$ cat config.mk
export PLATFORM = sky130hd
export DESIGN_NAME = load_store_unit_flat
export DESIGN_NICKNAME = d
export VERILOG_FILES = /design/src/rtl/riscv_pkg.sv /design/src/rtl/load_store_unit_if.sv /design/src/rtl/lsu_align.sv /design/src/rtl/load_store_unit.sv /design/src/flat_wrapper.sv
export SDC_FILE = /design/constraint.sdc
export NUM_CORES = 1
export LEC_CHECK = 0
export ABC_AREA = 1
export CORE_UTILIZATION = 32
export CTS_BUF_LIST = sky130_fd_sc_hd__clkbuf_8 sky130_fd_sc_hd__clkbuf_16
export CTS_CLUSTER_SIZE = 12
export DETAILED_ROUTE_END_ITERATION = 8
export MAX_ROUTING_LAYER = met4
export PLACE_DENSITY = 0.78
export SLEW_MARGIN = 15
export SYNTH_ARGS = -nofsm -noshare
export SYNTH_HDL_FRONTEND = slang
export SYNTH_SLANG_ARGS = --single-unit
$ cat constraint.sdc
create_clock -name clk -period 1.75 [get_ports clk]
set_input_delay 0.4375 -clock clk [delete_from_list [all_inputs] [get_ports clk]]
set_output_delay 0.4375 -clock clk [all_outputs]
set_load 0.01 [all_outputs]
$ cat src/rtl/riscv_pkg.sv
// Shared load/store definitions: funct3 encodings, LSU FSM states and
// access-size decode helpers.
package riscv_pkg;

  localparam logic [2:0] F3_B  = 3'b000;
  localparam logic [2:0] F3_H  = 3'b001;
  localparam logic [2:0] F3_W  = 3'b010;
  localparam logic [2:0] F3_BU = 3'b100;
  localparam logic [2:0] F3_HU = 3'b101;

  typedef enum logic [1:0] {IDLE, REQ, WAIT, DONE} lsu_state_t;
  typedef enum logic [1:0] {SZ_B, SZ_H, SZ_W} lsu_size_t;

  // Reserved encodings (011, 110, 111) fall through to word.
  function automatic lsu_size_t f3_size(input logic [2:0] f3);
    case (f3[1:0])
      2'b00:   return SZ_B;
      2'b01:   return SZ_H;
      default: return SZ_W;
    endcase
  endfunction

  function automatic logic is_misaligned(input logic [2:0] f3, input logic [1:0] a);
    case (f3_size(f3))
      SZ_H:    return a[0];
      SZ_W:    return |a;
      default: return 1'b0;
    endcase
  endfunction

endpackage

$ cat src/rtl/load_store_unit_if.sv
// Data-memory request/grant bus between the LSU (master) and memory (slave).
interface load_store_unit_if #(
  parameter int ADDR_W = 32,
  parameter int DATA_W = 32
);
  logic              bus_req;
  logic              bus_we;
  logic [ADDR_W-1:0] bus_addr;
  logic [3:0]        bus_be;
  logic [DATA_W-1:0] bus_wdata;
  logic              bus_gnt;
  logic              bus_rvalid;
  logic [DATA_W-1:0] bus_rdata;

  modport master (
    output bus_req, bus_we, bus_addr, bus_be, bus_wdata,
    input  bus_gnt, bus_rvalid, bus_rdata
  );

  modport slave (
    input  bus_req, bus_we, bus_addr, bus_be, bus_wdata,
    output bus_gnt, bus_rvalid, bus_rdata
  );
endinterface

$ cat src/rtl/lsu_align.sv
// Combinational lane logic: byte enables, store replication, load
// extract and sign/zero extension.
module lsu_align
  import riscv_pkg::*;
(
  input  logic [2:0]  funct3_i,
  input  logic [1:0]  addr_lo_i,
  input  logic [31:0] wdata_i,
  input  logic [31:0] rdata_i,
  output logic [3:0]  be_o,
  output logic [31:0] wdata_o,
  output logic [31:0] rdata_o
);
  lsu_size_t   size;
  logic        uns;
  logic [31:0] sh;

  assign size = f3_size(funct3_i);
  assign uns  = funct3_i[2];

  always_comb begin
    be_o    = 4'b1111;
    wdata_o = wdata_i;
    sh      = rdata_i;
    rdata_o = rdata_i;
    case (size)
      SZ_B: begin
        be_o    = 4'b0001 << addr_lo_i;
        wdata_o = {4{wdata_i[7:0]}};
        sh      = rdata_i >> {addr_lo_i, 3'b000};
        rdata_o = {{24{~uns & sh[7]}}, sh[7:0]};
      end
      SZ_H: begin
        be_o    = 4'b0011 << {addr_lo_i[1], 1'b0};
        wdata_o = {2{wdata_i[15:0]}};
        sh      = rdata_i >> {addr_lo_i[1], 4'b0000};
        rdata_o = {{16{~uns & sh[15]}}, sh[15:0]};
      end
      default: ;
    endcase
  end
endmodule

$ cat src/rtl/load_store_unit.sv
// Load/store unit: sequences datapath loads/stores onto a req/gnt bus and
// stalls the PC meanwhile. LSU_MISALIGN_TRAP_EN enables the misalign trap.
module load_store_unit
  import riscv_pkg::*;
#(
  parameter int ADDR_W = 32,
  parameter int DATA_W = 32
) (
  input  logic              clk,
  input  logic              rst_n,
  input  logic              MemRead,
  input  logic              MemWrite,
  input  logic [2:0]        funct3,
  input  logic [ADDR_W-1:0] ALUResult,
  input  logic [DATA_W-1:0] WriteData,
  output logic [DATA_W-1:0] ReadData,
  output logic              stall,
  output logic              misaligned,
  load_store_unit_if.master bus
);
  lsu_state_t        state_q, state_d;
  logic [DATA_W-1:0] rdata_q, rdata_d;
  logic              mis_q, mis_d;
  logic              access, mis, in_req;
  logic [3:0]        be;
  logic [DATA_W-1:0] wdata_rep, rdata_fmt;

  assign access = MemRead | MemWrite;

`ifdef LSU_MISALIGN_TRAP_EN
  assign mis = is_misaligned(funct3, ALUResult[1:0]);
`else
  assign mis = 1'b0;
`endif

  lsu_align u_align (
    .funct3_i  (funct3),
    .addr_lo_i (ALUResult[1:0]),
    .wdata_i   (WriteData),
    .rdata_i   (bus.bus_rdata),
    .be_o      (be),
    .wdata_o   (wdata_rep),
    .rdata_o   (rdata_fmt)
  );

  always_ff @(posedge clk or negedge rst_n) begin
    if (!rst_n) begin
      state_q <= IDLE;
      rdata_q <= '0;
      mis_q   <= 1'b0;
    end else begin
      state_q <= state_d;
      rdata_q <= rdata_d;
      mis_q   <= mis_d;
    end
  end

  always_comb begin
    state_d = state_q;
    rdata_d = rdata_q;
    mis_d   = 1'b0;
    case (state_q)
      IDLE: if (access) begin
        // A trapped access skips the bus and reports in DONE with zeroed data.
        if (mis) begin
          state_d = DONE;
          rdata_d = '0;
          mis_d   = 1'b1;
        end else begin
          state_d = REQ;
        end
      end
      REQ:  if (bus.bus_gnt) state_d = MemWrite ? DONE : WAIT;
      WAIT: if (bus.bus_rvalid) begin
        state_d = DONE;
        rdata_d = rdata_fmt;
      end
      DONE:    state_d = IDLE;
      default: state_d = IDLE;
    endcase
  end

  assign in_req     = (state_q == REQ);
  assign stall      = ((state_q == IDLE) & access) | in_req | (state_q == WAIT);
  assign ReadData   = rdata_q;
  assign misaligned = mis_q;

  assign bus.bus_req   = in_req;
  assign bus.bus_we    = in_req & MemWrite;
  assign bus.bus_addr  = in_req ? {ALUResult[ADDR_W-1:2], 2'b00} : '0;
  assign bus.bus_be    = in_req ? be : 4'b0000;
  assign bus.bus_wdata = in_req ? wdata_rep : '0;
endmodule

$ cat src/flat_wrapper.sv
// flat-port wrapper written by rule: the top's interface ports become plain ports
module load_store_unit_flat import riscv_pkg::*;
#(
  parameter int ADDR_W = 32,
  parameter int DATA_W = 32
)
  (clk, rst_n, MemRead, MemWrite, funct3, ALUResult, WriteData, ReadData, stall, misaligned, bus_bus_req, bus_bus_we, bus_bus_addr, bus_bus_be, bus_bus_wdata, bus_bus_gnt, bus_bus_rvalid, bus_bus_rdata);
  load_store_unit_if #(.ADDR_W(ADDR_W), .DATA_W(DATA_W)) bus_i ();
  input  logic clk;
  input  logic rst_n;
  input  logic MemRead;
  input  logic MemWrite;
  input  logic [2:0] funct3;
  input  logic [ADDR_W-1:0] ALUResult;
  input  logic [DATA_W-1:0] WriteData;
  output logic [DATA_W-1:0] ReadData;
  output logic stall;
  output logic misaligned;
  output wire logic [$bits(bus_i.bus_req)-1:0] bus_bus_req;
  output wire logic [$bits(bus_i.bus_we)-1:0] bus_bus_we;
  output wire logic [$bits(bus_i.bus_addr)-1:0] bus_bus_addr;
  output wire logic [$bits(bus_i.bus_be)-1:0] bus_bus_be;
  output wire logic [$bits(bus_i.bus_wdata)-1:0] bus_bus_wdata;
  input wire logic [$bits(bus_i.bus_gnt)-1:0] bus_bus_gnt;
  input wire logic [$bits(bus_i.bus_rvalid)-1:0] bus_bus_rvalid;
  input wire logic [$bits(bus_i.bus_rdata)-1:0] bus_bus_rdata;
  assign bus_bus_req = bus_i.bus_req;
  assign bus_bus_we = bus_i.bus_we;
  assign bus_bus_addr = bus_i.bus_addr;
  assign bus_bus_be = bus_i.bus_be;
  assign bus_bus_wdata = bus_i.bus_wdata;
  assign bus_i.bus_gnt = bus_bus_gnt;
  assign bus_i.bus_rvalid = bus_bus_rvalid;
  assign bus_i.bus_rdata = bus_bus_rdata;
  load_store_unit #(.ADDR_W(ADDR_W), .DATA_W(DATA_W)) u_core (.clk(clk), .rst_n(rst_n), .MemRead(MemRead), .MemWrite(MemWrite), .funct3(funct3), .ALUResult(ALUResult), .WriteData(WriteData), .ReadData(ReadData), .stall(stall), .misaligned(misaligned), .bus(bus_i));
endmodule
* Yosys cells after proc, flatten, opt, wreduce, memory -nomap -nowiden *
Cells that the tools add are included.

word-level totals
  flip-flop bits (word level) = 34
  input port bits = 105
  word-level logic and storage cells = 39

operators by class
  eq/ne operators = 8
  shifts and indexed selects = 4
  muxes and demuxes = 12
  bitwise logic cells = 8
  reductions and logical operators = 5

operators with widths
  cell                   number
  $pmux W32 S2           2
  $mux W32               2
  $shr A32 B5 Y16        1
  $shr A32 B5 Y8         1
  $pmux W2 S4            1
  $pmux W4 S2            1
  $eq A2 B1 Y1 const B   3
  $logic_not A2 Y1       3
  $mux W2                3
  $and A1 B1 Y1          4
  $eq A2 B2 Y1 const B   2
  $mux W4                1
  $ne A2 B2 Y1 const B   2
  $pmux W2 S2            1
  $shl A1 B2 Y4 const A  1
  $shl A2 B2 Y4 const A  1
  $or A1 B1 Y1           3
  $reduce_and A3 Y1      1
  $ne A2 B1 Y1 const B   1
  $reduce_and A2 Y1      1
  $mux W1                1
  $not A1 Y1             1

* Longest topological paths before layout *
Gate-level depths: netlist of the first run.

  word-level depth = 5
  depth in mapped cells = 10
  gate-level depth less buffers = 9

* Modules after synthesis *
A second synthesis of the first run with hierarchy kept.

second synthesis, totals
  cells, all modules = 552
  area total of the unflattened synthesis = 3250.6 µm²

modules (own cells, without submodules)
  module           times used  cells an instance  area each (µm²)  seq. area each (µm²)
  load_store_unit  1           320                2123.3           850.8
  lsu_align        1           232                1127.3           0.0

* Worst setup path after synthesis of the first run *
Ideal clock, no wire load.

  kind = register -> output
  start = reg u_core.state_q[1]
  end = out bus_bus_wdata[23]
  arrival = 1.418 ns
  required time = 1.312 ns
  path slack = -0.105 ns
  cell stages (with the launch flop) = 7
  path through = dfrtp_1 -> inv_1 -> ha_1 -> clkbuf_1 -> buf_2 -> o21ai_0 -> nor2_1

between the ends
  cells in the longest elaborated chain, start to end = 2

ends and longest elaborated chain
  item                    RTL line               source
  start, declared         load_store_unit.sv:21  lsu_state_t state_q, state_d;
  start signal, assigned  load_store_unit.sv:52  state_q <= state_d;
  $eq A2 B1 Y1            load_store_unit.sv:83  assign in_req = (state_q == REQ);
  named net bus_bus_req   flat_wrapper.sv:19     output wire logic [$bits(bus_i.bus_req)-1:0] bus_bus_req;
  $mux W32                load_store_unit.sv:92  assign bus.bus_wdata = in_req ? wdata_rep : '0;
  end, declared           flat_wrapper.sv:23     output wire logic [$bits(bus_i.bus_wdata)-1:0] bus_bus_wdata;

The timed path passes the listed nets, and every way through them passes these cells.

* Worst setup path after layout of the first run *
  start = reg u_core.state_q[1]
  end = out bus_bus_addr[25]

between the ends
  cells in the longest elaborated chain, start to end = 2

ends and longest elaborated chain
  item           RTL line               source
  $eq A2 B1 Y1   load_store_unit.sv:83
  $mux W32       load_store_unit.sv:90  assign bus.bus_addr = in_req ? {ALUResult[ADDR_W-1:2], 2'b00} : '0;
  end, declared  flat_wrapper.sv:21     output wire logic [$bits(bus_i.bus_addr)-1:0] bus_bus_addr;

Every way passes these cells.

==> results.md, run 1 <==
* Status: finished, violations left
* Violated checks: negative setup slack
* GP Congestion at 1.041
* DRC Markers at 0
* CP max FO at 8
* WP data arrival at 1.59 ns
* Max_cap viols at 0
* Final Skew at 0.005898 ns
* Post-Syn Area at 2890 um^2
* Top FF cell, synth: dfrtp_1
* Core area at 8721 um^2
* Net Switching at 3.018 mW
* Tmin final at slightly above 2 ns
* XOR/XNOR Fraction of Synth Area at 0%
* Total track usage at 26.12%
* Req. time, crit path at ~1.3 ns
* Int Pwr at 4.314 mW
* RSZ-0062 raised after global routing: yes
* Fraction of power consumed by combinational cells at 72.1%
* Fmax achieved at 493.6 MHz
* #FFs+latches synth at 34
* Commonest cells after routing, fill and taps aside: 131 x clkdlybuf4s50_1, 83 x nand2_1, 74 x nor2_1
* EDFF count, synth at 0
* Post-route ant nets at 0
* Hold Crit Class: reg2reg
* Crit end category: output port
* Mean post-synth cell area at roughly 5.9 um^2
* Sequential share of power at 19.4%
* CTS tree: yes
* CTS Hold Bufs at 0
* WS Path Type: reg2out
* Max VDD drop at between 0.8 and 0.9 mV
* Routed vias at about 4100
* Site row count at 34
* WL/cell at 15.89 um
* I/O pins at 209
* Vias in the first global route at 3822
* Yosys warning count at 0
* Die Footprint at approximately 9400 um^2
* Largest buffer count on any clock path at 2
* Area grow syn2layout at 104.1%
* Fin crit share at 115.8%
* Initial core utilization at 33.14%
* Sw Share at 41.17%
* Final WL at roughly 13 mm
* Complex-gate fraction of the synthesized area at 18.10%
* Pre-Repair DR Iteration Count at 6
* Simple-Gate Fraction of Synth Area at a little over a third
* Max Transition Viols Final at 0
* Pwr dens at 1243 nW/um^2
* CTS Buf Count at 5
* CTS Sinks at 34
* H-tree levels at 2
* Fin nets at 843
* Die W at 97.04 um
* Worst setup margin at -0.2760 ns
* Antenna violations before repair at 0
* Clk pin slew, worst setup/hold paths at around 0.08 ns
* Global-route wire length before repair at roughly 19 mm
* Worst skew pair latency at a little under 0.3 ns
* Sequential element share of the synthesized area at 29.44%
* Cell count after synthesis at slightly below 500
* Hpwl dp at slightly below 10 mm
* GR Overflow Total at 0
* Leak at 3.114 nW
* Avg Vias per Cell at 4.904
* Layout cells sized above 1 at around 34%
* Post-layout util at between 60% and 70%
* Initial DRC count at 220
* IO buf count at 205
* Die H at between 90 and 100 um
* Startpoint Class: flip-flop
* Fraction of registers with async set or reset after synthesis at 100.0%
* Count of different cell masters after synthesis at 27
* Largest net degree at the start of global routing at 38
* Commonest non-fill, non-tap cell in the layout: clkdlybuf4s50_1
* Mux share of post-synthesis cell area at 0%
* Final setup vio count at just over 80
* CTS Root Cell: clkbuf_8
* Clk network pwr share at 8.5%
* Adder-cell share of the synthesized area at under 10%
* # diodes at 0
* Main combinational cell family by area after synthesis: simple AND/OR/NAND/NOR gates
* Total power at ~7.3 mW
* Hold Vio Cnt, Final at 0
-- cells in the mapped netlist (4+ instances only) --
cell      instances  area [um^2]
nand2_1         113        424.2
inv_1            79        296.5
nor2_1           77        289.0
a21oi_1          47        235.2
dfrtp_1          34        850.8
o21ai_0          30        150.1
nand3_1          25        125.1
or2_2            16        100.1
clkbuf_1         13        48.80
buf_2            11        55.05
o22ai_1           9        56.30
buf_4             6        45.04
o211ai_1          6        45.04
inv_2             4        15.01
-- state kept, by name, summed over array words and instances, names as in the netlist --
register / flops
u_core.ReadData: 32
u_core.state_q: 2
-- stage by stage --
step	hold WS [ns]	std cells	setup slack (ns)	cell area, um^2	setup TNS, ns
global route	0.5274	844	-0.3229	5898	-14.90
finish	0.4831	844	-0.2760	5898	-10.95
detailed placement	0.4647	821	-0.9973	5380	-48.65
floorplan	0.1419	493	0.007073	2902	0
global placement	0.4695	821	-1.033	5380	-46.04
CTS	0.4849	835	-0.2373	5483	-8.092
-- metal layers --
metal  share of wire [%]  global-route usage, %  routed length, um
met1                  40                  33.30               5362
met2                  50                  42.63               6678
met3                 8.1                  4.769               1086
met4                 2.1                  6.774                280
met5                   0                      -                  0
-- final timing paths --
kind,from,to,slack (ns),depth (start not counted)
max,u_core.state_q[1],bus_bus_addr[25],-0.28,8
min,u_core.ReadData[4],u_core.ReadData[4],0.48,2
max reg2reg,u_core.state_q[0],u_core.ReadData[30],-0.02,11
min reg2reg,u_core.ReadData[4],u_core.ReadData[4],0.48,2
max in group asynchronous,rst_n,u_core.ReadData[7],1.06,2
min in group asynchronous,rst_n,u_core.ReadData[6],0.51,2
-- logic make-up (layout without fill, tap and decap cells) --
kind of cell,Yosys count,count (layout)
other,1,3
adder cells (fa/ha/maj),3,3
buffers and inverters,115,358
flip-flops,34,34
AO/OA/AOI/OAI,98,98
AND/OR/NAND/NOR,240,240
-- worst max-delay path, stage by stage (launching register included) --
cell	delay, ns
dfrtp_1	0.40
inv_2	0.09
ha_4	0.17
buf_8	0.14
buf_12	0.11
clkbuf_16	0.15
nand2_2	0.05
inv_1	0.05
buf_2	0.13
-- layout make-up --
| cell class | count | area, um^2 |
|---|---|---|
| repair buffers | 266 | 2566 |
| well taps | 108 | 135.1 |
| flip-flops and latches | 34 | 850.8 |
| multi-input cells | 344 | 1913 |
| clock buffers | 6 | 82.58 |
| inverters | 84 | 337.8 |
| clock inverters | 2 | 12.51 |
| fillers | 737 | 2823 |
-- power by group through the flow --
stage	Sequential, mW	Clock (mW)	Combinational [mW]
floorplan	1.57	0	1.73
global placement	1.40	0	4.38
detailed placement	1.42	0	4.46
CTS	1.42	0.644	4.62
global route	1.47	0.674	5.65
finish	1.42	0.624	5.29
-- timing repair --
item                                    4_1_cts  5_1_grt
setup buffers                                 7        6
gates cloned                                  1        4
endpoints found under the setup margin       96       91
resized for setup                           376       81
pin swaps                                    11        7
(Power assumes the default switching activity.)
==> run 2: changes to the inputs <==
--- a/config.mk
+++ b/config.mk
@@ -12,7 +12,6 @@
 export DETAILED_ROUTE_END_ITERATION = 8
 export MAX_ROUTING_LAYER = met4
 export PLACE_DENSITY = 0.78
-export SLEW_MARGIN = 15
 export SYNTH_ARGS = -nofsm -noshare
 export SYNTH_HDL_FRONTEND = slang
 export SYNTH_SLANG_ARGS = --single-unit
==> results of run 2 <==
No change in the layout: final DEF, timing and power equal those of run 1.
==> RTL edit 1 (settings of run 1) <==
`ADDR_W` is set to 32 in 3 places; all go to 16.
--- a/src/rtl/load_store_unit_if.sv
+++ b/src/rtl/load_store_unit_if.sv
@@ -2,3 +2,3 @@
 interface load_store_unit_if #(
-  parameter int ADDR_W = 32,
+  parameter int ADDR_W = 16,
   parameter int DATA_W = 32
--- a/src/rtl/load_store_unit.sv
+++ b/src/rtl/load_store_unit.sv
@@ -5,3 +5,3 @@
 #(
-  parameter int ADDR_W = 32,
+  parameter int ADDR_W = 16,
   parameter int DATA_W = 32
--- a/src/flat_wrapper.sv
+++ b/src/flat_wrapper.sv
@@ -3,3 +3,3 @@
 #(
-  parameter int ADDR_W = 32,
+  parameter int ADDR_W = 16,
   parameter int DATA_W = 32
Interface: changed (resized ALUResult and bus_bus_addr); port bits go from 209 to 177. The function was not compared with the original's and may differ.
==> RTL edit 1 against run 1 <==
The flow still finishes with violations (setup timing); wire length is 9.5% lower; synthesized area shrank 4.5%; global-route usage is 0.051 points lower; sequential cell count is the same; non-clock buffer count shrank 23; cell area is 6.8% lower; power is 2.9% lower; setup slack improved by 48 ps; die area decreased by 4.5%; critical path type is now in2out; critical endpoint is now bus_bus_wdata[31]; highest routed layer unchanged.
==> RTL edit 1: results (changes against run 1) <==
Placed design
The minimum setup slack after placement is -936.5 ps (was -997.3 ps). The half-perimeter wire length of the detailed placement result is 8532 µm (was 9642 µm). The count of input and output buffers is 173 (was 205).

Synthesis
Top cells by area in the synthesized netlist: dfrtp_1 (31%), nand2_1 (13%), nor2_1 (10%) (was dfrtp_1 (29%), nand2_1 (15%), inv_1 (10%)). The register area share after synthesis is 0.3084 (was 0.2944). Top cell types by occurrence after synthesis: nand2_1 (97), nor2_1 (77), inv_1 (63) (was nand2_1 (113), inv_1 (79), nor2_1 (77)). The number of distinct standard cells referenced by the synthesized netlist is 26 (was 27).

Drt
The number of detailed-route iterations in the first pass is 5 (was 6). The wire length on met1 came to 4727 µm (was 5362 µm). The sum of met2 wire segment lengths after detailed routing is 6006 µm (was 6678 µm). The via density per instance is 5.055 (was 4.904).

The final wirelength is 12130 µm (was 13410 µm). The amount of wire on met3 after detailed routing is 945 µm (was 1086 µm). The starting DRC count in detailed routing is 241 (was 220).

GRT
The total routing usage reported by global routing was 0.2607 (was 0.2612). The via count of the first global-routing pass was 3781 (was 3822). The wire length of the first global-routing pass is 17640 µm (was 19310 µm). The pin count of the biggest net entering global routing is 35 (was 38).

Worst setup path
The setup slack of the most critical reg-to-reg path came to -110 ps (was -20 ps). The logic depth of the worst register-to-register path came to 12 (was 11). The launching instance or port of the critical path was WriteData[7] (was u_core.state_q[1]). The largest fanout on the critical path is 3 (was 8).

The end of the worst register-to-register path is u_core.state_q[0] (was u_core.ReadData[30]). The capturing instance or port of the critical path is bus_bus_wdata[31] (was bus_bus_addr[25]).

Pwr
The leakage power figure is 2.803 nW (was 3.114 nW). The maximum resistive drop on vdd was 0.8205 mV (was 0.8610 mV).

Timing
The total of endpoints with negative setup slack in the final report was 54 (was 83). The post-route worst setup slack is -227.9 ps (was -276.0 ps). The setup clock skew after layout is 6.145 ps (was 5.898 ps).

Finish
The filler cell count is 631 (was 737). The count of nets after finishing was 772 (was 843).

Run status
Violations in the final reports: setup timing (unchanged). Run status: finished, violations left (unchanged).

Clock network
The register clock-pin slew on the reported worst setup and hold paths is 70 ps.
[RTL edit 1: worst min path at each step]
stage | start | endpoint | slack, ps | depth (start not counted)
after global routing | u_core.ReadData[4] | u_core.ReadData[4] | 530 | 2
final | u_core.ReadData[15] | u_core.ReadData[15] | 490 | 2
after detailed placement | u_core.ReadData[5] | u_core.ReadData[5] | 470 | 2
after floorplan | rst_n | u_core.ReadData[0] | 140 | 0
after global placement | u_core.ReadData[4] | u_core.ReadData[4] | 470 | 2
after CTS | u_core.ReadData[5] | u_core.ReadData[5] | 490 | 2
[RTL edit 1: stage by stage]
| step | TNS [ps] | total power, mW | instance area, µm² | instances |
|---|---|---|---|---|
| 2_1_floorplan | 0 | 3.145 | 2769 | 459 |
| 3_3_place_gp | -40160 | 5.316 | 4883 | 754 |
| 3_5_place_dp | -42990 | 5.406 | 4883 | 754 |
| 4_1_cts | -8164 | 6.642 | 5160 | 778 |
| 5_1_grt | -11650 | 7.568 | 5497 | 785 |
| 6_report | -8285 | 7.119 | 5497 | 785 |
[RTL edit 1: cell type report]
cell class / instances / share of cell area
Timing Repair Buffer: 243 / 0.4284
Multi-Input combinational cell: 328 / 0.3232
Sequential cell: 34 / 0.1548
Inverter: 68 / 0.04917
Tap cell: 105 / 0.02390
Clock buffer: 6 / 0.01502
Clock inverter: 1 / 0.005463
[RTL edit 1: where the power goes]
| part | internal [mW] | switching (mW) |
|---|---|---|
| sequential | 1.19 | 0.230 |
| clock | 0.456 | 0.304 |
| combinational | 2.70 | 2.24 |
[RTL edit 1: worst max-delay path: stages]
cell and delay (ps):
clkdlybuf4s50_1 620, o22ai_2 160, nor3_2 150, buf_2 180
[RTL edit 1: metal layers]
| layer | track usage | up-vias |
|---|---|---|
| met5 | - | - |
| met4 | 0.1162 | 0 |
| met3 | 0.03382 | 46 |
| met2 | 0.4550 | 211 |
| met1 | 0.2962 | 1836 |
| li1 | - | 1875 |
[RTL edit 1: cell families (layout without fill, tap and decap cells)]
kind of cell	after synthesis	count (layout)	synth area share
other	1	3	0.001359
DFF	34	34	0.3084
and+or+nand+nor	224	224	0.3424
adders and majority gates	3	3	0.01361
buffers and inverters	97	318	0.1447
AOI/OAI and AO/OA	98	98	0.1896
[RTL edit 1: timing repair]
| action | in CTS | in global routing |
|---|---|---|
| pin swaps | 13 | 18 |
| setup endpoints to repair | 78 | 75 |
| setup buffers | 12 | 8 |
| gates cloned | 5 | 2 |
| resized for setup | 299 | 82 |
==> RTL edit 2 (flow settings as in run 1) <==
Made on the original files. Take the reset off `rdata_q` and load it in a clocked block of its own.
--- a/src/rtl/load_store_unit.sv
+++ b/src/rtl/load_store_unit.sv
@@ -48,3 +48,2 @@
       state_q <= IDLE;
-      rdata_q <= '0;
       mis_q   <= 1'b0;
@@ -52,5 +51,8 @@
       state_q <= state_d;
-      rdata_q <= rdata_d;
       mis_q   <= mis_d;
     end
+  end
+
+  always_ff @(posedge clk) begin
+    rdata_q <= rdata_d;
   end
Behaviour: differs if rst_n is asserted again (counterexample within 4 cycles, from zero or initial values and one cycle with rst_n low); with rst_n held inactive, the same outputs for 10 cycles.
==> RTL edit 2 against run 1 <==
The flow still finishes with violations (setup timing); power is 24% lower; core utilization is 2.7 points higher; setup slack better by 67 ps; synthesized area is 7.9% lower; sequential cell count stayed put; clock power is 13% lower; die area is 7.7% lower; wire length is 13% lower; cell area is 6.0% lower; highest routed layer unchanged.
==> RTL edit 2: results (changes against run 1) <==
Run status
Run status: finished, violations left (unchanged). Violations in the final reports: setup timing (unchanged).

Worst setup path
The data arrival at the endpoint of the critical path is 1520 ps (was 1590 ps). The setup slack of the most critical reg-to-reg path is 170 ps (was -20 ps). The largest fanout on the critical path is 5 (was 8). The launching instance or port of the critical path is u_core.state_q[1] (unchanged). The logic depth of the worst register-to-register path is 9 (was 11). The end of the worst register-to-register path is u_core.state_q[0] (was u_core.ReadData[30]).

Synthesis
The share of synthesized registers carrying an async set or reset is 0.05882 (was 1.000). The number of instances in the synthesized netlist is 402 (was 491). Top cells by area in the synthesized netlist: edfxtp_1 (36%), nand2_1 (18%), inv_1 (7.9%) (was dfrtp_1 (29%), nand2_1 (15%), inv_1 (10%)). The number of distinct standard cells referenced by the synthesized netlist is 28 (was 27). Top cell types by occurrence after synthesis: nand2_1 (130), inv_1 (56), nor2_1 (56) (was nand2_1 (113), inv_1 (79), nor2_1 (77)). The synthesized-area fraction occupied by xor and xnor cells came to 0 (unchanged).

The area fraction in compound gates after synthesis is 0.09305 (was 0.1810). The dominant register cell in the synthesized netlist is edfxtp_1 (was dfrtp_1). The register area share after synthesis came to 0.3797 (was 0.2944).

The number of synthesized flops with an enable pin came to 32 (was 0). The count of warnings emitted by yosys is 0 (unchanged). The adder and majority gate portion of the synthesized area came to 0.01410 (was 0.01299).

Finish
The share of post-route cells with drive strength above 1 is 0.3389 (was 0.3383). The count of nets after finishing is 765 (was 843). The non-filler instance count after layout is 761 (was 844). The number of flip-flops under the largest register name was 32 (unchanged). The filler cell count is 640 (was 737).

Clock network
The source-to-sink clock delay at the later pin of the worst-skew pair is 280 ps. The buffer cell driving the clock tree root is clkbuf_8 (unchanged).

Drt
The starting DRC count in detailed routing is 191 (was 220). The number of vias in the routed layout is 3700 (was 4139). The final wirelength is 11610 µm (was 13410 µm). The number of detailed-route iterations in the first pass is 4 (was 6).

GRT
The pin count of the biggest net entering global routing is 33 (was 38). The via count of the first global-routing pass is 3535 (was 3822). The wire length of the first global-routing pass is 16990 µm (was 19310 µm). The total routing usage reported by global routing came to 0.2602 (was 0.2612).

Timing
The final worst hold slack was 315.6 ps (was 483.1 ps). The post-route worst setup slack is -209.5 ps (was -276.0 ps). The final total negative setup slack is -10080 ps (was -10950 ps). The total of endpoints with negative setup slack in the final report is 69 (was 83). The setup clock skew after layout is 5.911 ps (was 5.898 ps).

Floorplanning
The area enclosed by the die boundary is 8689 µm² (was 9416 µm²).

Placed design
The global placement routability congestion is 0.9671 (was 1.041). The count of input and output buffers is 205 (unchanged). The count of placed standard cells including taps was 738 (was 821).

The half-perimeter wire length of the detailed placement result is 8681 µm (was 9642 µm).

Pwr
The net switching fraction of the power was 0.3947 (was 0.4117). The maximum resistive drop on vdd is 0.5860 mV (was 0.8610 mV). The leakage power figure is 2.807 nW (was 3.114 nW).

Min path
The kind of path behind the tightest hold check is in2async (was reg2reg).
-- RTL edit 2: cell count changes after synthesis, moves of 3 or more --
cell and delta:
nand3_1 +8, nand2_1 +17, edfxtp_1 +32, buf_6 +4, buf_2 -5, o211ai_1 -6, clkbuf_1 -9, dfrtp_1 -32
a21oi_1 -42, or2_2 -16, nor3_1 +3, nor2_1 -21, inv_1 -23
-- RTL edit 2: power groups by stage --
| stage | clock, mW | combinational [mW] | sequential (mW) |
|---|---|---|---|
| floorplan | 0 | 1.18 | 1.22 |
| detailed placement | 0 | 3.29 | 1.15 |
| global placement | 0 | 3.24 | 1.14 |
| global route | 0.564 | 4.15 | 1.15 |
| CTS | 0.536 | 3.28 | 1.14 |
| finish | 0.542 | 3.88 | 1.14 |
-- RTL edit 2: how the worst max path moves through the flow --
stage	to	slack [ps]	cells past startpoint
2_1_floorplan	bus_bus_wdata[22]	30	6
3_3_place_gp	bus_bus_wdata[11]	-760	7
3_5_place_dp	bus_bus_wdata[26]	-770	6
4_1_cts	bus_bus_addr[6]	-240	7
5_1_grt	bus_bus_wdata[13]	-270	7
6_report	bus_bus_wdata[13]	-210	7
-- RTL edit 2: stage by stage --
| stage | area, µm² | worst slack [ps] |
|---|---|---|
| final | 5545 | -209.5 |
| after global routing | 5543 | -269.0 |
| after CTS | 5256 | -237.4 |
| after detailed placement | 5149 | -767.6 |
| after global placement | 5149 | -765.0 |
| after floorplan | 2673 | 30.23 |
-- RTL edit 2: metal layers --
metal / wire length (µm) / GRT usage / up-vias
met5: 0 / - / -
met4: 159 / 0.06923 / 0
met3: 1081 / 0.02683 / 20
met2: 6277 / 0.4982 / 251
met1: 4089 / 0.2844 / 1657
li1: - / - / 1772
-- RTL edit 2: cells by family (layout without fill, tap and decap cells) --
| kind of cell | after synthesis | after routing |
|---|---|---|
| other | 1 | 4 |
| DFF | 34 | 34 |
| buffers and inverters | 84 | 335 |
| AOI/OAI and AO/OA | 46 | 46 |
| adders and majority gates | 3 | 3 |
| and+or+nand+nor | 234 | 237 |
-- RTL edit 2: timing repair --
| item | in CTS | in global routing |
|---|---|---|
| gates cloned | 3 | 2 |
| hold buffers | 0 | 0 |
| pin swaps | 11 | 18 |
| setup endpoints to repair | 94 | 98 |
| buffers inserted | 10 | 3 |
| resized for setup | 336 | 91 |
-- RTL edit 2: final cells by class --
cell class              count  area share
diodes                      1   0.0004513
clock buffers               5     0.01241
clock inverters             3    0.002256
inverters                  62     0.04287
multi-input cells         289      0.2920
flip-flops and latches     34      0.1823
well taps                 102     0.02301
repair buffers            265      0.4447
